--- config.mk ---
export PLATFORM = sky130hd
export DESIGN_NAME = kmac_sca_sequencer
export DESIGN_NICKNAME = d
export VERILOG_FILES = /design/src/rtl/kmac_sca_sequencer.sv
export SDC_FILE = /design/constraint.sdc
export NUM_CORES = 1
export LEC_CHECK = 0
export CORE_AREA = 2 2 512 514
export CTS_CLUSTER_DIAMETER = 150
export DETAILED_ROUTE_END_ITERATION = 16
export DIE_AREA = 0 0 514 516
export SYNTH_ARGS = -nofsm -noshare
export SYNTH_HDL_FRONTEND = slang
export SYNTH_SLANG_ARGS = --single-unit
--- constraint.sdc ---
create_clock -name clk_i -period 3.6 [get_ports clk_i]
set_input_delay 0.72 -clock clk_i [delete_from_list [all_inputs] [get_ports clk_i]]
set_output_delay 0.72 -clock clk_i [all_outputs]
set_load 0.01 [all_outputs]
--- src/rtl/kmac_sca_sequencer.sv ---
// kmac_sca_sequencer - drives one masked SHA3 hash per trigger on the KMAC SCA core.
// Moore FSM: reseed, message injection, start/process pulses, digest capture and unmasking.
module kmac_sca_sequencer #(
  parameter int MsgLen        = 128,
  parameter int NumShares     = 2,
  parameter int DigestW       = 256,
  parameter int TimeoutCycles = 1024
) (
  input  logic                           clk_i,
  input  logic                           rst_ni,
  input  logic                           trig_i,
  input  logic [NumShares*MsgLen-1:0]    msg_shares_i,
  input  logic                           clear_i,
  output logic                           entropy_refresh_req_o,
  input  logic [3:0]                     entropy_configured_i,
  output logic                           start_o,
  output logic [NumShares*MsgLen-1:0]    msg_o,
  output logic                           msg_valid_o,
  input  logic                           msg_ready_i,
  output logic                           process_o,
  input  logic [3:0]                     absorbed_i,
  input  logic                           state_valid_i,
  input  logic [NumShares*DigestW-1:0]   state_i,
  output logic [3:0]                     done_o,
  input  logic                           err_i,
  output logic [DigestW-1:0]             digest_o,
  output logic                           digest_valid_o,
  output logic                           busy_o,
  output logic                           err_o
);

  localparam logic [3:0] MuBi4True  = 4'h6;
  localparam logic [3:0] MuBi4False = 4'h9;
  localparam int CntW = $clog2(TimeoutCycles + 1);
  localparam logic [CntW-1:0] CntMax = CntW'(TimeoutCycles - 1);

  typedef enum logic [3:0] {
    StIdle,
    StReseed,
    StWaitEnt,
    StStart,
    StMsg,
    StProcess,
    StWaitAbs,
    StDone,
    StError
  } state_e;

  state_e                        state_q, state_d;
  logic [CntW-1:0]               cnt_q, cnt_d;
  logic [NumShares*MsgLen-1:0]   msg_q, msg_d;
  logic [DigestW-1:0]            digest_q, digest_d;
  logic                          digest_valid_q, digest_valid_d;
  logic [DigestW-1:0]            state_xor;
  logic                          timeout;

  always_comb begin
    state_xor = '0;
    for (int k = 0; k < NumShares; k++) begin
      state_xor = state_xor ^ state_i[k*DigestW +: DigestW];
    end
  end

  assign timeout = (cnt_q == CntMax);

  always_comb begin
    state_d        = state_q;
    cnt_d          = '0;
    msg_d          = msg_q;
    digest_d       = digest_q;
    digest_valid_d = digest_valid_q;

    // A core error overrides every other transition, including digest capture.
    if (err_i && (state_q != StError)) begin
      state_d = StError;
    end else begin
      unique case (state_q)
        StIdle: begin
          if (trig_i) begin
            msg_d          = msg_shares_i;
            digest_valid_d = 1'b0;
            state_d        = StReseed;
          end
        end
        StReseed: state_d = StWaitEnt;
        StWaitEnt: begin
          cnt_d = cnt_q + CntW'(1);
          if (entropy_configured_i == MuBi4True) begin
            state_d = StStart;
          end else if (entropy_configured_i != MuBi4False) begin
            state_d = StError;
          end else if (timeout) begin
            state_d = StError;
          end
        end
        StStart: state_d = StMsg;
        StMsg: begin
          cnt_d = cnt_q + CntW'(1);
          if (msg_ready_i) begin
            state_d = StProcess;
          end else if (timeout) begin
            state_d = StError;
          end
        end
        StProcess: state_d = StWaitAbs;
        StWaitAbs: begin
          cnt_d = cnt_q + CntW'(1);
          if (absorbed_i == MuBi4True) begin
            if (state_valid_i) begin
              digest_d       = state_xor;
              digest_valid_d = 1'b1;
              state_d        = StDone;
            end else begin
              state_d = StError;
            end
          end else if (absorbed_i != MuBi4False) begin
            state_d = StError;
          end else if (timeout) begin
            state_d = StError;
          end
        end
        StDone: state_d = StIdle;
        StError: begin
          if (clear_i) begin
            digest_d       = '0;
            digest_valid_d = 1'b0;
            state_d        = StIdle;
          end
        end
        default: state_d = StError;
      endcase
    end
  end

  always_ff @(posedge clk_i or negedge rst_ni) begin
    if (!rst_ni) begin
      state_q        <= StIdle;
      cnt_q          <= '0;
      msg_q          <= '0;
      digest_q       <= '0;
      digest_valid_q <= 1'b0;
    end else begin
      state_q        <= state_d;
      cnt_q          <= cnt_d;
      msg_q          <= msg_d;
      digest_q       <= digest_d;
      digest_valid_q <= digest_valid_d;
    end
  end

  assign entropy_refresh_req_o = (state_q == StReseed);
  assign start_o               = (state_q == StStart);
  assign msg_valid_o           = (state_q == StMsg);
  assign process_o             = (state_q == StProcess);
  assign done_o                = (state_q == StDone) ? MuBi4True : MuBi4False;
  assign busy_o                = (state_q != StIdle) && (state_q != StError);
  assign err_o                 = (state_q == StError);
  assign msg_o                 = msg_q;
  assign digest_o              = digest_q;
  assign digest_valid_o        = digest_valid_q;

endmodule

# Word level (Yosys, flattened, before mapping)
# Cells that the tools add are included.
dict set report totals {
  out_inout_bits 523
  wordCells 62
  input_bits 783
  ff_bits 528
}
dict set report classes {
  n_reduce_logical 11
  n_addsub 1
  bitwise 2
  eq_ne 20
  n_mux 23
}
# cell n
set op_table {}
lappend op_table {{$mux W256} 3}
lappend op_table {{$pmux W256 S2} 1}
lappend op_table {{$xor A256 B256 Y256} 1}
lappend op_table {{$mux W4} 11}
lappend op_table {{$pmux W4 S9} 1}
lappend op_table {{$eq A4 B3 Y1 const B} 6}
lappend op_table {{$mux W11} 2}
lappend op_table {{$ne A4 B4 Y1 const B} 3}
lappend op_table {{$add A11 B1 Y11 const B} 1}
lappend op_table {{$eq A11 B10 Y1 const B} 1}
lappend op_table {{$eq A4 B2 Y1 const B} 2}
lappend op_table {{$ne A2 B2 Y1 const B} 4}
lappend op_table {{$reduce_and A6 Y1} 1}
lappend op_table {{$reduce_and A5 Y1} 1}
lappend op_table {{$eq A4 B1 Y1 const B} 1}
lappend op_table {{$eq A4 B4 Y1 const B} 1}
lappend op_table {{$logic_not A4 Y1} 1}
lappend op_table {{$mux W1} 4}
lappend op_table {{$reduce_bool A4 Y1} 1}
lappend op_table {{$ne A3 B2 Y1 const B} 1}
lappend op_table {{$ne A3 B3 Y1 const B} 1}
lappend op_table {{$pmux W1 S3} 1}
lappend op_table {{$reduce_and A3 Y1} 1}
lappend op_table {{$reduce_bool A3 Y1} 1}
lappend op_table {{other kinds (5)} 6}

# Depth between registers and ports, before layout
dict set report depth {
  word_depth 6
  depth_mapped 6
  mapped_depth_nobuf 5
}

# Worst setup path after synthesis
# No wires, ideal clock.
dict set report synth_timing {
  path_kind {reg2out}
  start {register state_q[0]}
  end {output port done_o[2]}
  path_stages_with_launch 6
  path_buffers 2
  required_time_ns 2.880
  arrival_time_ns 1.400
  path_slack_ns 1.480
  path_cell_list {dfrtp_1 > clkbuf_1 > nand2_1 > or2_2 > inv_1 > buf_4}
}
dict set report synth_via {
  elab_chain_cells 2
}
# element line
set synth_lines {}
lappend synth_lines {{start, declared} 49} ;# state_e state_q, state_d;
lappend synth_lines {{start signal, assigned} 137} ;# state_q <= StIdle;
lappend synth_lines {{start signal, assigned} 143} ;# state_q <= state_d;
lappend synth_lines {{$eq A4 B3 Y1} 155} ;# assign done_o = (state_q == StDone) ? MuBi4True : MuBi4False;
lappend synth_lines {{$mux W4} 155}
lappend synth_lines {{end, declared} 24} ;# output logic [3:0] done_o,
# No other way between the ends.

# Worst setup path after layout
dict set report layout_timing {
  start {register state_q[2]}
  end {output port err_o}
}
dict set report layout_via {
  elab_chain_cells 1
}
# element line
set layout_lines {}
lappend layout_lines {{$eq A4 B4 Y1} 157} ;# assign err_o = (state_q == StError);
lappend layout_lines {{end, declared} 29} ;# output logic err_o
# No other way between the ends.

==> metrics.txt <==
Setup Skew 0.02925 ns; CTS tree built; die area 265,200 um2; Slew @ Worst Pin 1.157 ns; Peak VDD IR 0.5618 mV; critical path endpoint err_o; GR Layer Usage met1 10.71%; GRT Max-Usage Layer met2; # port buffers 1,305; CTS max path bufs 3; Slew Limit Fails 0; core area 259,200 um2; grt ovf 0; EDFF count, synth 0; clock-pin slew on the worst setup and hold paths 0.06 ns; post_cts resized 0; Syn Nets 2,522; CTS buffer count 67; Fillers 28,530; DRT Pass-1 Iters 4; vias post-DR 19,690; Die Ht 516 um; Worst slew margin 22.06%; Root Buffer clkbuf_16; sequential fraction of the synthesis area 56.67%; synthesis-to-layout area growth 85.53%; fin crit period 3.351 ns; gr usage total 10.78%; WP data required 2.88 ns; synthesized cell area 23,310 um2; Sink Count 528; gp weighted congestion 0.9131; met3 GRT Util 7.008%; Hold Violations, Final 0; Int Pwr 20,760 uW; syn_area_per_cell 13.41 um2; total DRC errors in the routed layout 0; Reg power frac 31.7%; total power 31,890 uW; htree depth 3; Synth Flop Type dfrtp_1; initial core utilization 8.993%; Post-Route WL 149,400 um; die width 514 um; DP HPWL 127,800 um; Synth cell types 47; fraction of layout cells with a size suffix above 1 15.66%; area of the multi-input gates 9584 um2; number of synthesized register bits 528; Power per Cell Area 737.2 nW/um2; Worst EP arrival 2.63 ns; asr flop ratio synth 100.0%; Syn Inst Count 1,738; largest net degree at the start of global routing 144; initial antenna violation count 166; met2 Resource Use GR 17.65%; Final period util 93.09%; first-pass GRT wire length 189,800 um; Clock power frac 22.6%; setup slack, reg-to-reg 0.96 ns; pre-CTS setup slack 0.1542 ns; most common cell after layout, fill and taps aside clkdlybuf4s50_1; switching share of power 34.89%; RR Startpoint state_q[2]; post-route antenna net violation count 0; Max stage delay on crit path 0.68 ns; Net Switching 11,120 uW; vias in the first global route 21,140; FF/Latch Area 13,210 um2; largest fanout on the critical path 14; Hold Crit Class register to register; max-cap violations 0; Yosys warning count 0; RSZ-0062 raised after global routing no; commonest cells after routing, fill and taps aside clkdlybuf4s50_1 (1,304), dfrtp_1 (528), mux2_2 (313), nor2_1 (272), xnor2_1 (259); I/O pin count 1,306; fin worst setup slack 0.2488 ns; outcome finished, final reports clean; RR Endpoint digest_o[109]; f_max 0.2984 GHz; Crit. End Element output pin; Cell Rows 187; Initial DRC Count 802; Vias/cell 2.993; Wirelength per Cell 22.71 um; # nets final 3,866; hold_sp cnt_q[0]; Final Setup Violations 0; WS Path Type register to output pin; Setup TNS Final 0 ns; sequence of cells on the critical path nor4b_4 -> buf_4 -> clkdlybuf4s50_1; critical path's slowest cell clkdlybuf4s50_1; combinational group share of total power 45.6%; clock insertion delay at the later pin of the skew report 0.70 ns; CP startpoint kind register; Register-to-Register Path Depth 5; Leakage Power 0.01679 uW; CP startpoint state_q[2]
==> synthesized netlist by cell type (5+ instances only) <==
master | number | area, um2
dfrtp_1 | 528 | 13210
mux2_2 | 313 | 3525
nor2_1 | 272 | 1021
xnor2_1 | 259 | 2268
mux2_1 | 200 | 2252
buf_2 | 46 | 230.2
buf_4 | 25 | 187.7
clkbuf_1 | 11 | 41.29
nor3_1 | 9 | 45.04
nand2_1 | 6 | 22.52
buf_1 | 5 | 18.77
nand3_1 | 5 | 25.02
o21ai_0 | 5 | 25.02
xor2_1 | 5 | 43.79
==> registers in the layout, summed over array words and instances (netlist names) <==
| register | flops |
|---|---|
| cnt_q | 11 |
| digest_o | 256 |
| digest_valid_o | 1 |
| msg_o | 256 |
| state_q | 4 |
==> worst max-delay path, delay by kind of cell (launching register included) <==
kind / cells / cell delay (ns)
buf+inv: 2 / 0.95
flops: 1 / 0.54
simple gates: 1 / 0.42
==> layer usage <==
layer	vias to the layer above	part of all wire, %	wire length (um)
met5	-	0.61	906
met4	144	4.9	7329
met3	414	15	21910
met2	1255	45	67950
met1	9315	34	51310
li1	8566	-	-
==> repair_timing <==
item,4_1_cts,5_1_grt
hold buffers,1,0
hold endpoints to repair,6,0
setup buffers,0,0
==> area by class of cell <==
cell class	count	share of cell area, %
well taps	3402	9.841
flip-flops and latches	528	30.55
clock buffers	96	4.498
diodes	41	0.2372
inverters	4	0.03471
repair buffers	1366	31.77
clock inverters	27	0.9198
multi-input cells	1115	22.16
==> power by group through the flow <==
stage          Combinational [uW]  Sequential [uW]  Clock [uW]
2_1_floorplan                4750            11000           0
3_3_place_gp                14600            10100           0
3_5_place_dp                14700            10200           0
4_1_cts                     14800            10100        7550
5_1_grt                     15400            10400        7730
6_report                    14600            10100        7220
==> through the flow <==
step | utilization, % | std cells | instance area (um2) | hold slack [ns]
2_1_floorplan | - | 1738 | 23310 | 0.4239
3_3_place_gp | 15.74 | 6414 | 40800 | 0.4360
3_5_place_dp | 15.74 | 6414 | 40800 | 0.4672
4_1_cts | 16.65 | 6538 | 43150 | 0.4756
5_1_grt | 16.66 | 6558 | 43200 | 0.4966
6_report | 16.69 | 6579 | 43260 | 0.4658
==> how the worst min path moves through the flow <==
stage | to | slack (ns) | cells after the start
2_1_floorplan | cnt_q[0] | 0.42 | 0
3_3_place_gp | cnt_q[0] | 0.44 | 1
3_5_place_dp | cnt_q[0] | 0.47 | 1
4_1_cts | cnt_q[0] | 0.48 | 1
5_1_grt | digest_o[34] | 0.50 | 1
6_report | cnt_q[0] | 0.47 | 1
==> kinds of logic after synthesis <==
kind of cell	count (synthesis)	share of synthesized area [%]
simple gates	318	5.726
fa+ha+maj	1	0.05366
compound gates	19	0.5475
buf+inv	95	2.308
xor+xnor	264	9.917
flops	528	56.67
mux	513	24.78
Power figures use the tool's default switching activity.
